[src/rtl/booth_divider_seq_pkg.sv]
// Shared types and constants for the sequential signed divider.
package div_pkg;
    localparam int DIV_WIDTH = 32;
    localparam int CNT_W     = $clog2(DIV_WIDTH);

    // Quotient reported when the divisor is zero.
    localparam logic [DIV_WIDTH-1:0] DIV_ZERO_QUOT = '1;

    typedef enum logic [1:0] {
        IDLE,
        ITER,
        FIX
    } div_state_e;

    // Two's-complement magnitude; |-2^(W-1)| comes out exact as an unsigned value.
    function automatic logic [DIV_WIDTH-1:0] abs_mag(input logic [DIV_WIDTH-1:0] x);
        return x[DIV_WIDTH-1] ? (~x + 1'b1) : x;
    endfunction
endpackage

[src/rtl/booth_divider_seq_if.sv]
// Control-unit to divider handshake: operands and start in, status and HI/LO results out.
interface booth_divider_seq_if
    import div_pkg::*;
#(
    parameter int WIDTH = DIV_WIDTH
);
    logic             start;
    logic [WIDTH-1:0] dividend;
    logic [WIDTH-1:0] divisor;
    logic             busy;
    logic             done;
    logic             div_zero;
    logic [WIDTH-1:0] resLo;
    logic [WIDTH-1:0] resHi;

    modport master (
        output start, dividend, divisor,
        input  busy, done, div_zero, resLo, resHi
    );

    modport slave (
        input  start, dividend, divisor,
        output busy, done, div_zero, resLo, resHi
    );
endinterface

[src/rtl/booth_divider_seq_nr_step.sv]
// One radix-2 non-restoring step on the partial remainder A and quotient Q.
// Latency: combinational.
// Backpressure: none; evaluated every cycle, used only while iterating.
module div_nr_step
    import div_pkg::*;
#(
    parameter int WIDTH = DIV_WIDTH
) (
    input  logic [WIDTH:0]   a_in,
    input  logic [WIDTH-1:0] q_in,
    input  logic [WIDTH-1:0] m_in,
    output logic [WIDTH:0]   a_out,
    output logic [WIDTH-1:0] q_out
);
    logic [WIDTH:0] a_sh;
    logic [WIDTH:0] m_ext;

    // A stays inside [-M, M), so the final sum fits WIDTH+1 bits even though
    // the shifted intermediate may wrap.
    always_comb begin
        a_sh  = {a_in[WIDTH-1:0], q_in[WIDTH-1]};
        m_ext = {1'b0, m_in};
        if (a_in[WIDTH]) begin
            a_out = a_sh + m_ext;
        end else begin
            a_out = a_sh - m_ext;
        end
        q_out = {q_in[WIDTH-2:0], ~a_out[WIDTH]};
    end
endmodule

[src/rtl/booth_divider_seq.sv]
// Sequential signed divider: quotient to resLo, remainder to resHi, one bit per clock.
// Latency: done 33 edges after the start edge (2 for a zero divisor with DIV_ZERO_FAST_EN).
// Backpressure: start is sampled only in IDLE; requests while busy are dropped.
module booth_divider_seq
    import div_pkg::*;
#(
    parameter int WIDTH = DIV_WIDTH
) (
    input  logic               clock,
    input  logic               clear,
    booth_divider_seq_if.slave bus
);
    localparam int CW = $clog2(WIDTH);

    div_state_e       state_q, state_d;
    logic [CW-1:0]    count_q, count_d;
    logic [WIDTH:0]   a_q, a_d;
    logic [WIDTH-1:0] q_q, q_d;
    logic [WIDTH-1:0] m_q, m_d;
    logic [WIDTH-1:0] dvd_q, dvd_d;
    logic             qneg_q, qneg_d;
    logic             rneg_q, rneg_d;
    logic             dz_q, dz_d;
    logic [WIDTH-1:0] res_lo_q, res_lo_d;
    logic [WIDTH-1:0] res_hi_q, res_hi_d;
    logic             done_q, done_d;
    logic             div_zero_q, div_zero_d;

    logic [WIDTH:0]   step_a;
    logic [WIDTH-1:0] step_q;
    logic [WIDTH-1:0] rem_mag;

    div_nr_step #(.WIDTH(WIDTH)) u_step (
        .a_in  (a_q),
        .q_in  (q_q),
        .m_in  (m_q),
        .a_out (step_a),
        .q_out (step_q)
    );

    always_comb begin
        state_d    = state_q;
        count_d    = count_q;
        a_d        = a_q;
        q_d        = q_q;
        m_d        = m_q;
        dvd_d      = dvd_q;
        qneg_d     = qneg_q;
        rneg_d     = rneg_q;
        dz_d       = dz_q;
        res_lo_d   = res_lo_q;
        res_hi_d   = res_hi_q;
        done_d     = 1'b0;
        div_zero_d = div_zero_q;
        rem_mag    = a_q[WIDTH] ? (a_q[WIDTH-1:0] + m_q) : a_q[WIDTH-1:0];

        case (state_q)
            IDLE: begin
                if (bus.start) begin
                    q_d     = abs_mag(bus.dividend);
                    m_d     = abs_mag(bus.divisor);
                    dvd_d   = bus.dividend;
                    qneg_d  = bus.dividend[WIDTH-1] ^ bus.divisor[WIDTH-1];
                    rneg_d  = bus.dividend[WIDTH-1];
                    dz_d    = (bus.divisor == '0);
                    a_d     = '0;
                    count_d = '0;
                    state_d = ITER;
`ifdef DIV_ZERO_FAST_EN
                    // Single pass through ITER on its last count: done lands two edges after start.
                    if (bus.divisor == '0) begin
                        count_d = CW'(WIDTH - 1);
                    end
`endif
                end
            end
            ITER: begin
                a_d     = step_a;
                q_d     = step_q;
                count_d = count_q + 1'b1;
                if (count_q == CW'(WIDTH - 1)) begin
                    state_d = FIX;
                end
            end
            FIX: begin
                if (dz_q) begin
                    res_lo_d = DIV_ZERO_QUOT;
                    res_hi_d = dvd_q;
                end else begin
                    res_lo_d = qneg_q ? (~q_q + 1'b1) : q_q;
                    res_hi_d = rneg_q ? (~rem_mag + 1'b1) : rem_mag;
                end
                div_zero_d = dz_q;
                done_d     = 1'b1;
                state_d    = IDLE;
            end
            default: begin
                state_d = IDLE;
            end
        endcase
    end

    always_ff @(posedge clock) begin
        if (clear) begin
            state_q    <= IDLE;
            count_q    <= '0;
            a_q        <= '0;
            q_q        <= '0;
            m_q        <= '0;
            dvd_q      <= '0;
            qneg_q     <= 1'b0;
            rneg_q     <= 1'b0;
            dz_q       <= 1'b0;
            res_lo_q   <= '0;
            res_hi_q   <= '0;
            done_q     <= 1'b0;
            div_zero_q <= 1'b0;
        end else begin
            state_q    <= state_d;
            count_q    <= count_d;
            a_q        <= a_d;
            q_q        <= q_d;
            m_q        <= m_d;
            dvd_q      <= dvd_d;
            qneg_q     <= qneg_d;
            rneg_q     <= rneg_d;
            dz_q       <= dz_d;
            res_lo_q   <= res_lo_d;
            res_hi_q   <= res_hi_d;
            done_q     <= done_d;
            div_zero_q <= div_zero_d;
        end
    end

    assign bus.busy     = (state_q != IDLE);
    assign bus.done     = done_q;
    assign bus.div_zero = div_zero_q;
    assign bus.resLo    = res_lo_q;
    assign bus.resHi    = res_hi_q;
endmodule

[src/flat_wrapper.sv]
// flat-port wrapper written by rule: the top's interface ports become plain ports
module booth_divider_seq_flat import div_pkg::*;
#(
    parameter int WIDTH = DIV_WIDTH
)
  (clock, clear, bus_start, bus_dividend, bus_divisor, bus_busy, bus_done, bus_div_zero, bus_resLo, bus_resHi);
  booth_divider_seq_if #(.WIDTH(WIDTH)) bus_i ();
  input  logic clock;
  input  logic clear;
  input wire logic [$bits(bus_i.start)-1:0] bus_start;
  input wire logic [$bits(bus_i.dividend)-1:0] bus_dividend;
  input wire logic [$bits(bus_i.divisor)-1:0] bus_divisor;
  output wire logic [$bits(bus_i.busy)-1:0] bus_busy;
  output wire logic [$bits(bus_i.done)-1:0] bus_done;
  output wire logic [$bits(bus_i.div_zero)-1:0] bus_div_zero;
  output wire logic [$bits(bus_i.resLo)-1:0] bus_resLo;
  output wire logic [$bits(bus_i.resHi)-1:0] bus_resHi;
  assign bus_i.start = bus_start;
  assign bus_i.dividend = bus_dividend;
  assign bus_i.divisor = bus_divisor;
  assign bus_busy = bus_i.busy;
  assign bus_done = bus_i.done;
  assign bus_div_zero = bus_i.div_zero;
  assign bus_resLo = bus_i.resLo;
  assign bus_resHi = bus_i.resHi;
  booth_divider_seq #(.WIDTH(WIDTH)) u_core (.clock(clock), .clear(clear), .bus(bus_i));
endmodule
[config.mk]
export PLATFORM = sky130hd
export DESIGN_NAME = booth_divider_seq_flat
export DESIGN_NICKNAME = d
export VERILOG_FILES = /design/src/rtl/booth_divider_seq_pkg.sv /design/src/rtl/booth_divider_seq_if.sv /design/src/rtl/booth_divider_seq_nr_step.sv /design/src/rtl/booth_divider_seq.sv /design/src/flat_wrapper.sv
export SDC_FILE = /design/constraint.sdc
export NUM_CORES = 1
export LEC_CHECK = 0
export CORE_ASPECT_RATIO = 1.25
export CORE_MARGIN = 2
export CORE_UTILIZATION = 35
export CTS_BUF_LIST = sky130_fd_sc_hd__clkbuf_16
export DETAILED_ROUTE_END_ITERATION = 10
export GPL_TIMING_DRIVEN = 0
export PLACE_DENSITY_LB_ADDON = 0.25
export SYNTH_ARGS = -nofsm -noshare
export SYNTH_HDL_FRONTEND = slang
export SYNTH_SLANG_ARGS = --single-unit
[constraint.sdc]
create_clock -name clock -period 8.6 [get_ports clock]
set_input_delay 1.29 -clock clock [delete_from_list [all_inputs] [get_ports clock]]
set_output_delay 1.29 -clock clock [all_outputs]
set_load 0.02 [all_outputs]
=== Word-level counts from Yosys, hierarchy flattened ===
Index checks and enable logic that the tools add are counted.

* Register bits after elaboration: 205
* Input port bits: 67
* Word-level logic and storage cells: 57

* Add/subtract/negate cells: 8
* Eq/ne operators: 5
* Muxes and demuxes: 18
* Bitwise gates (word level): 6
* Reduce and logical (&&, ||, !) cells: 7

{| class="wikitable"
|+ Operators by type and width
! operator !! count
|-
| $mux 32 || 8
|-
| $add 32x1->32 const B || 4
|-
| $not 32->32 || 4
|-
| $mux 33 || 2
|-
| $pmux 33 s2 || 1
|-
| $pmux 32 s2 || 1
|-
| $add 33x32->33 || 1
|-
| $sub 33x32->33 || 1
|-
| $add 32x32->32 || 1
|-
| $logic_not 32->1 || 1
|-
| $pmux 5 s2 || 1
|-
| $reduce_and 2->1 || 3
|-
| $add 5x1->5 const B || 1
|-
| $eq 5x5->1 const B || 1
|-
| $mux 5 || 1
|-
| $mux 2 || 2
|-
| $pmux 2 s2 || 1
|-
| $reduce_bool 2->1 || 2
|-
| $eq 2x1->1 const B || 1
|-
| $eq 2x2->1 const B || 1
|-
| $logic_not 2->1 || 1
|-
| $ne 2x1->1 const B || 1
|-
| $ne 2x2->1 const B || 1
|-
| $mux 1 || 1
|-
| 2 further kinds || 2
|}

=== Depth between registers and ports, before layout ===
Gate-level depths: netlist of run 1.

* Depth in word-level cells: 6
* Mapped depth: 21

=== Hierarchy ===
Synthesis of run 1 repeated with hierarchy kept, for this count alone.

* Cell total of the unflattened synthesis: 2,051
* Area total of the unflattened synthesis: 15,178.3 um^2

{| class="wikitable"
|+ By module, submodules not included
! module !! times used !! cells each !! area an instance (um^2) !! sequential area each (um^2)
|-
| booth_divider_seq || 1 || 1,645 || 12,390.6 || 4,083.9
|-
| div_nr_step || 1 || 406 || 2,787.7 || 0.0
|}

=== Least setup slack after synthesis of run 1 ===
Ideal clock, no wire load.

* Path type: register -> register
* From: reg u_core.a_q[32]
* To: reg u_core.a_q[31]
* Arrival time: 5.147 ns
* Path slack: 3.366 ns
* Cell stages (with the launch flop): 22
* Clock period less this slack: 5.234 ns
* Cell sequence: dfxtp_1 -> clkbuf_1 -> clkbuf_1 -> buf_1 -> clkbuf_1 -> buf_1 -> buf_1 -> buf_1 -> a21oi_1 -> xor2_1 -> ha_1 -> o21a_1 -> o21ai_0 -> a41oi_1 -> a221oi_1 -> o31a_1 -> o21a_1 -> nor3_1 -> a2111oi_0 -> a21oi_1 -> xnor2_1 -> o31ai_1

* Word-level cells in the longest chain between the ends: 2

{| class="wikitable"
|+ RTL lines
! what !! line !! RTL
|-
| from (decl) || booth_divider_seq.sv:17 || <nowiki>logic [WIDTH:0] a_q, a_d;</nowiki>
|-
| from (signal assigned) || booth_divider_seq.sv:107 || <nowiki>a_q <= '0;</nowiki>
|-
| from (signal assigned) || booth_divider_seq.sv:121 || <nowiki>a_q <= a_d;</nowiki>
|-
| $mux 33 || booth_divider_seq_nr_step.sv:23 || <nowiki>if (a_in[WIDTH]) begin</nowiki>
|-
| $pmux 33 s2 || booth_divider_seq.sv:57 || <nowiki>case (state_q)</nowiki>
|}

Every way passes these cells.
A chain may end at the register's enable or synchronous reset.

=== Worst setup path after layout of run 1 ===
Ends and elaborated chain as after synthesis.

==> results of run 1 <==
==> cell families after synthesis <==
group | count (synthesis)
and+or+nand+nor | 696
AOI/OAI and AO/OA | 616
DFF | 204
xor gates and xnor gates | 172
buffers and inverters | 166
adders and majority gates | 72
muxes | 21
==> registers in the layout, indices dropped and copies added (netlist names) <==
register	count
u_core.q_q	32
u_core.state_q	2
u_core.bus.done	1
u_core.a_q	33
u_core.count_q	5
u_core.dz_q	1
u_core.bus.resHi	32
u_core.bus.div_zero	1
u_core.qneg_q	1
u_core.dvd_q	32
u_core.m_q	32
u_core.bus.resLo	32
==> report_power, final <==
part	total (mW)	internal (mW)	switching [mW]
clock network	1.10	0.667	0.428
registers	1.15	1.02	0.126
logic	2.13	0.838	1.29
total	4.38	2.53	1.85
==> path summary, 6_finish.rpt <==
path | cells after the start | endpoint | start
setup / recovery | 21 | u_core.a_q[31] | u_core.a_q[32]
hold / removal | 2 | u_core.dvd_q[17] | u_core.dvd_q[17]
setup reg to reg | 21 | u_core.a_q[31] | u_core.a_q[32]
hold reg to reg | 2 | u_core.dvd_q[17] | u_core.dvd_q[17]
==> final cells by class <==
class | count | area [µm²]
multi-input combinational | 1577 | 10000
clock buffer | 23 | 576
timing repair buffer | 131 | 1310
inverter | 38 | 143
clock inverter | 19 | 244
buffer | 128 | 497
fill | 4403 | 24300
tap | 559 | 699
sequential | 204 | 4080
==> through the flow <==
| step | cells | worst slack, ns | utilization | total power, mW |
|---|---|---|---|---|
| after floorplan | 1947 | 3.37 | - | 2.70 |
| after global placement | 2637 | 0.726 | 0.400 | 3.22 |
| after detailed placement | 2637 | 0.638 | 0.400 | 3.26 |
| after CTS | 2679 | 0.627 | 0.420 | 4.36 |
| after global routing | 2679 | 0.0892 | 0.420 | 4.64 |
| final | 2679 | 0.423 | 0.420 | 4.38 |
==> per-layer routing <==
| layer | global-route usage | wire [µm] | vias to the layer above |
|---|---|---|---|
| met2 | 0.454 | 27100 | 510 |
| li1 | - | - | 7423 |
| met3 | 0.0252 | 2920 | 121 |
| met4 | 0.109 | 2560 | 0 |
| met1 | 0.277 | 21900 | 7234 |
| met5 | 0 | 0 | - |
==> tightest hold or removal path: stages, from the launching register on <==
cell and delay (ns):
sky130_fd_sc_hd__dfxtp_1 0.30, sky130_fd_sc_hd__nand2_1 0.05, sky130_fd_sc_hd__a21oi_1 0.06
==> layout by cell type, fill, tap and decap left out, types with 21 or more instances in the layout <==
cell | synthesis | final
sky130_fd_sc_hd__a21o_1 | 22 | 22
sky130_fd_sc_hd__clkbuf_16 | 0 | 23
sky130_fd_sc_hd__xnor2_1 | 85 | 85
sky130_fd_sc_hd__dfxtp_1 | 204 | 204
sky130_fd_sc_hd__clkbuf_1 | 106 | 106
sky130_fd_sc_hd__o31ai_1 | 39 | 39
sky130_fd_sc_hd__a21oi_1 | 190 | 190
sky130_fd_sc_hd__xor2_1 | 87 | 87
sky130_fd_sc_hd__a211oi_1 | 75 | 75
sky130_fd_sc_hd__nand3_1 | 67 | 67
sky130_fd_sc_hd__nand2_1 | 232 | 232
sky130_fd_sc_hd__nor3_1 | 45 | 45
sky130_fd_sc_hd__ha_1 | 70 | 70
sky130_fd_sc_hd__inv_1 | 37 | 37
sky130_fd_sc_hd__clkdlybuf4s50_1 | 0 | 131
sky130_fd_sc_hd__o21ai_0 | 101 | 101
sky130_fd_sc_hd__or4_1 | 22 | 22
sky130_fd_sc_hd__a22oi_1 | 32 | 32
sky130_fd_sc_hd__nor2_1 | 175 | 175
sky130_fd_sc_hd__a31oi_1 | 21 | 21
sky130_fd_sc_hd__or3_1 | 29 | 29
==> impl_metrics.toml, run 1 <==
[synthesis]
synth_commonest_cells = "sky130_fd_sc_hd__nand2_1 (232), sky130_fd_sc_hd__dfxtp_1 (204), sky130_fd_sc_hd__a21oi_1 (190), sky130_fd_sc_hd__nor2_1 (175), sky130_fd_sc_hd__clkbuf_1 (106)"
yosys.cell_types.count = 86
synth-adder-area-share = 0.0621
synth_fp_nets = 2086
leading_post_synthesis_cells_by_cell_area = "sky130_fd_sc_hd__dfxtp_1 (28%), sky130_fd_sc_hd__a21oi_1 (6.5%), sky130_fd_sc_hd__ha_1 (5.9%), sky130_fd_sc_hd__nand2_1 (5.9%), sky130_fd_sc_hd__xor2_1 (5.2%)"
number_of_enable_flip_flop_cells_after_synthesis = 0
synth_top_family_by_area = "compound AO/OA/AOI/OAI gates"
yosys.area.top_type = "sky130_fd_sc_hd__dfxtp_1"
synth_sequential_area_ratio = 0.277
syn-instance-count = 1947
yosys.cell_count.top_type = "sky130_fd_sc_hd__nand2_1"
synth_simple_gate_area_share = 0.228
synth_top_flop_cell = "sky130_fd_sc_hd__dfxtp_1"
post_synth_mux_area_share = 0.0149
post_synth_xor_area_fraction = 0.102
post_synth.cell_area_avg_um2 = 7.57
synth_compound_area_frac = 0.273
netlist_area_um2 = 14700
postSynthRegisterBits = 204
post-synth-top-area-fraction = 0.277
yosys_warnings = 0
synth-async-reset-ratio = 0

[timing]
rsz_0062_raised_after_global_routing = "false"
setup_failing_eps_final = 0
fmax_mhz = 122
tightest_slew_ns = 1.17
setup_total_negative_slack_ns = 0
worst_clock_skew_ns = 0.0216
period_minus_slack_ns = 8.18
timing.final.crit_share = 0.951
timing.final.hold_violations = 0
worst_hold_slack_ns = 0.457
final-max-slew-violation-count = 0
max-slew-margin-rel = 0.202

[detailed_routing]
detail_route.drc_violations = 0
wirelength_um = 54500
drt.antenna.violating_nets = 0
dr.first_iter.drc_count = 986
wl_per_cell_um = 20.4
vias_per_cell = 5.71
detailedRoute.firstPassIterationCount = 5
route.vias.total = 15300

[clock_tree]
numClockSinks = 204
max-clock-path-buffers = 3
cts_tree = "done"
path_clk_slew_ns = 0.06
cts.root.buffer_cell = "sky130_fd_sc_hd__clkbuf_16"
h-tree-depth = 1
clock_latency_ns = 0.54
cts_setup_buffers = 0
post_cts.resized_instances = 0
cts-buffers-inserted = 23
ctsHoldBuffers = 0

[critical_path]
endpoint_kind = "flip-flop"
crit_arrival_ns = 8.63
slowest_delay_ns = 1.00
worstSetupPathType = "flip-flop to flip-flop"
cpLargestDelayFamily = "buffers and inverters"
number_of_buffers_and_inverters_on_the_critical_path = 7
crit_top_cell = "sky130_fd_sc_hd__buf_1"
crit_path_top_delay_cell = "sky130_fd_sc_hd__a2111oi_0"
crit_chain = "clkbuf_1 > clkbuf_1 > buf_1 > clkbuf_1 > buf_1 > buf_1 > buf_1 > a21oi_1 > xor2_1 > ha_1 > o21a_1 > o21ai_0 > a41oi_1 > a221oi_1 > o31a_1 > o21a_1 > nor3_1 > a2111oi_0 > a21oi_1 > xnor2_1 > o31ai_1"
critical_path.startpoint_type = "flip-flop"
timing.critical_path.fanout_max = 10
timing.critical_path.required_ns = 9.05
reg2reg_setup_slack_ns = 0.42

[die]
die_w_um = 188
die_area_um2 = 43800
num_rows = 84
starting_density_of_the_core = 0.352
io_pins = 134
fp.dieH_um = 233
core_region_area_um2 = 41800

[final_layout]
final_layout_size_suffix_gt1_frac = 0.0415
design_area_um2 = 17600
antenna-diode-count = 0
area.growth.synth_to_final_pct = 19.2
fin_nets = 2242

[placement]
port-buffer-count = 131
gp_routability_congestion = 0.955
dp_hpwl_um = 43800
place_area_um2 = 16800

[global_route]
gr-total-overflow = 0
grt_pass1_vias = 14800
grt_antenna_before_repair = 0
grt_start_max_net_pins = 14
grt_util_all_layers = 0.242
wire_length_of_the_first_global_routing_pass_um = 83000

[worst_hold_path]
hold_path.class = "flip-flop to flip-flop"

[pwr]
power.static_leakage_nw = 6.34
worst_ir_drop_vdd_uv = 133
power_density_nw_per_um2 = 249

[outcome]
run_status = "completed"

[flow_run]
drv.max_cap_violation_count = 0
Note: power is estimated with default switching activity, not from simulation.
==> run 2: changes to the inputs <==
- CTS_CLUSTER_SIZE: unset -> 8
- GPL_ROUTABILITY_DRIVEN: unset -> 1
- clock period: 8.6 -> 7.5 ns (I/O delays scaled with it)
==> impl_metrics.toml, run 2 (same netlist as run 1, synthesis figures left out) <==
[clock_tree]
path_clk_slew_ns = 0.05
max-clock-path-buffers = 3
h-tree-depth = 1
cts-buffers-inserted = 29
cts_tree = "done"
clock_latency_ns = 0.57
numClockSinks = 204
cts_setup_buffers = 0
cts.root.buffer_cell = "sky130_fd_sc_hd__clkbuf_16"

[pwr]
totalPowerFinal_mw = 4.93
power.static_leakage_nw = 6.31
power_density_nw_per_um2 = 281
pwr-share-clk = 0.235
worst_ir_drop_vdd_uv = 159
power.share.switching = 0.428
power.sequential.fraction = 0.268
power_share_of_the_combinational_group = 0.497
p_int_mw = 2.82
switching_power_of_the_nets_mw = 2.11

[timing]
max-slew-margin-rel = 0.270
setup_failing_eps_final = 0
worst_hold_slack_ns = 0.459
setup_total_negative_slack_ns = 0
worst_clock_skew_ns = 0.0219
timing.final.hold_violations = 0
tightest_slew_ns = 1.09
fmax_mhz = 140
final-max-slew-violation-count = 0
rsz_0062_raised_after_global_routing = "false"
period_minus_slack_ns = 7.12
timing.final.crit_share = 0.950

[final_layout]
post_layout_nonfiller_instances = 2669
antenna-diode-count = 0
largest_register_ff_count = 33
area.growth.synth_to_final_pct = 18.7
layout_commonest_cell = "sky130_fd_sc_hd__nand2_1"
fin_nets = 2248
mostFrequentLayoutCells = "sky130_fd_sc_hd__nand2_1 (232), sky130_fd_sc_hd__dfxtp_1 (204), sky130_fd_sc_hd__a21oi_1 (190)"
largest_register = "u_core.a_q"
final_layout_size_suffix_gt1_frac = 0.0408

[detailed_routing]
drt-met1-wl_um = 22100
drt.antenna.violating_nets = 0
wirelength_um = 54800
detailedRoute.firstPassIterationCount = 7
route.vias.total = 15300
detail_route.drc_violations = 0
met2WireLength_um = 27300
dr.first_iter.drc_count = 917
highest-signal-layer = "met4"
routed-wl-met3_um = 2790
wl_per_cell_um = 20.5
vias_per_cell = 5.72

[critical_path]
cpLargestDelayFamily = "buffers and inverters"
crit_chain = "clkbuf_1 > clkbuf_1 > buf_1 > clkbuf_1 > buf_1 > buf_2 > buf_2 > nor2_1 > xor2_1 > ha_1 > nor2b_1 > o21ai_0 > a21oi_1 > o31a_1 > o211ai_1 > o31a_1 > o211ai_1 > a41oi_1 > xnor2_1 > a2bb2oi_1 > nor2_1"
crit_path_top_delay_cell = "sky130_fd_sc_hd__xnor2_1"
worstSetupPathType = "flip-flop to flip-flop"
endpoint_kind = "flip-flop"
slowest_delay_ns = 0.57
critical_path.startpoint_type = "flip-flop"
number_of_buffers_and_inverters_on_the_critical_path = 7
reg2reg_depth = 21
crit_top_cell = "sky130_fd_sc_hd__clkbuf_1"
crit_arrival_ns = 7.54
timing.critical_path.required_ns = 7.91
timing.critical_path.fanout_max = 10
path_depth = 21

[placement]
gp_routability_congestion = 0.955
dp_hpwl_um = 43800
dp_cells = 2637
port-buffer-count = 131

[global_route]
wire_length_of_the_first_global_routing_pass_um = 83500
gr-total-overflow = 0
grt_pass1_vias = 14900
grt_antenna_before_repair = 0
grt_util_all_layers = 0.244
grt_start_max_net_pins = 15

[die]
fp.dieH_um = 233
die_w_um = 188
die_area_um2 = 43800
core_region_area_um2 = 41800
num_rows = 84
io_pins = 134
starting_density_of_the_core = 0.352

[outcome]
run_status = "completed"

[flow_run]
drv.max_cap_violation_count = 0

[worst_hold_path]
timing.hold.worst_path_depth = 2
hold_path.class = "flip-flop to flip-flop"
run 2: changes by cell type in the layout (fill, tap and decap cells not counted), sizes merged:
cell      change
clkbuf        +6
inv           +1
clkinvlp      -1
bufinv        -6
clkinv       -10
run 2: timing repair:
action / in CTS / in global routing
resized for setup: 3 / 1
endpoints found under the hold margin: 0 / 0
hold buffers: 0 / 0
setup endpoints to repair: 4 / 2
run 2: worst paths after layout:
check / start / end / slack (ns)
max reg2reg: u_core.a_q[32] / u_core.a_q[32] / 0.38
max: u_core.a_q[32] / u_core.a_q[32] / 0.38
min: u_core.dvd_q[21] / u_core.dvd_q[21] / 0.46
min reg2reg: u_core.dvd_q[21] / u_core.dvd_q[21] / 0.46
run 2: power groups by stage:
stage / logic, mW / clock network [mW] / registers (mW)
2_1_floorplan: 1.82 / 0 / 1.28
3_3_place_gp: 2.36 / 0 / 1.34
3_5_place_dp: 2.39 / 0 / 1.34
4_1_cts: 2.41 / 1.17 / 1.32
5_1_grt: 2.69 / 1.20 / 1.33
6_report: 2.45 / 1.16 / 1.32
run 2: layout make-up:
| cell class | instances | area [µm²] |
|---|---|---|
| inverters | 38 | 143 |
| repair buffers | 131 | 1310 |
| multi-input cells | 1577 | 10000 |
| plain buffers | 128 | 499 |
| clock buffers | 29 | 726 |
| fillers | 4413 | 24300 |
| clock inverters | 3 | 17.5 |
| flip-flops and latches | 204 | 4080 |
| well taps | 559 | 699 |
run 2: worst register-to-register path, delay by kind of cell (launching register included):
family,cells,cell delay [ns]
flip-flops,1,0.33
buffers and inverters,7,3.16
adder cells (fa/ha/maj),1,0.35
AO/OA/AOI/OAI,8,2.08
AND/OR/NAND/NOR,3,0.36
XOR/XNOR,2,0.73
run 2: metrics by stage:
step	area, µm²	utilization	setup slack (ns)
2_1_floorplan	14700	-	2.27
3_3_place_gp	16800	0.400	-0.374
3_5_place_dp	16800	0.400	-0.462
4_1_cts	17500	0.418	0.292
5_1_grt	17500	0.418	0.00245
6_report	17500	0.418	0.377
run 2: routing by layer:
layer | track usage | vias up
met3 | 0.0224 | 132
met1 | 0.278 | 7220
met4 | 0.115 | 0
li1 | - | 7424
met2 | 0.458 | 484
met5 | 0 | -
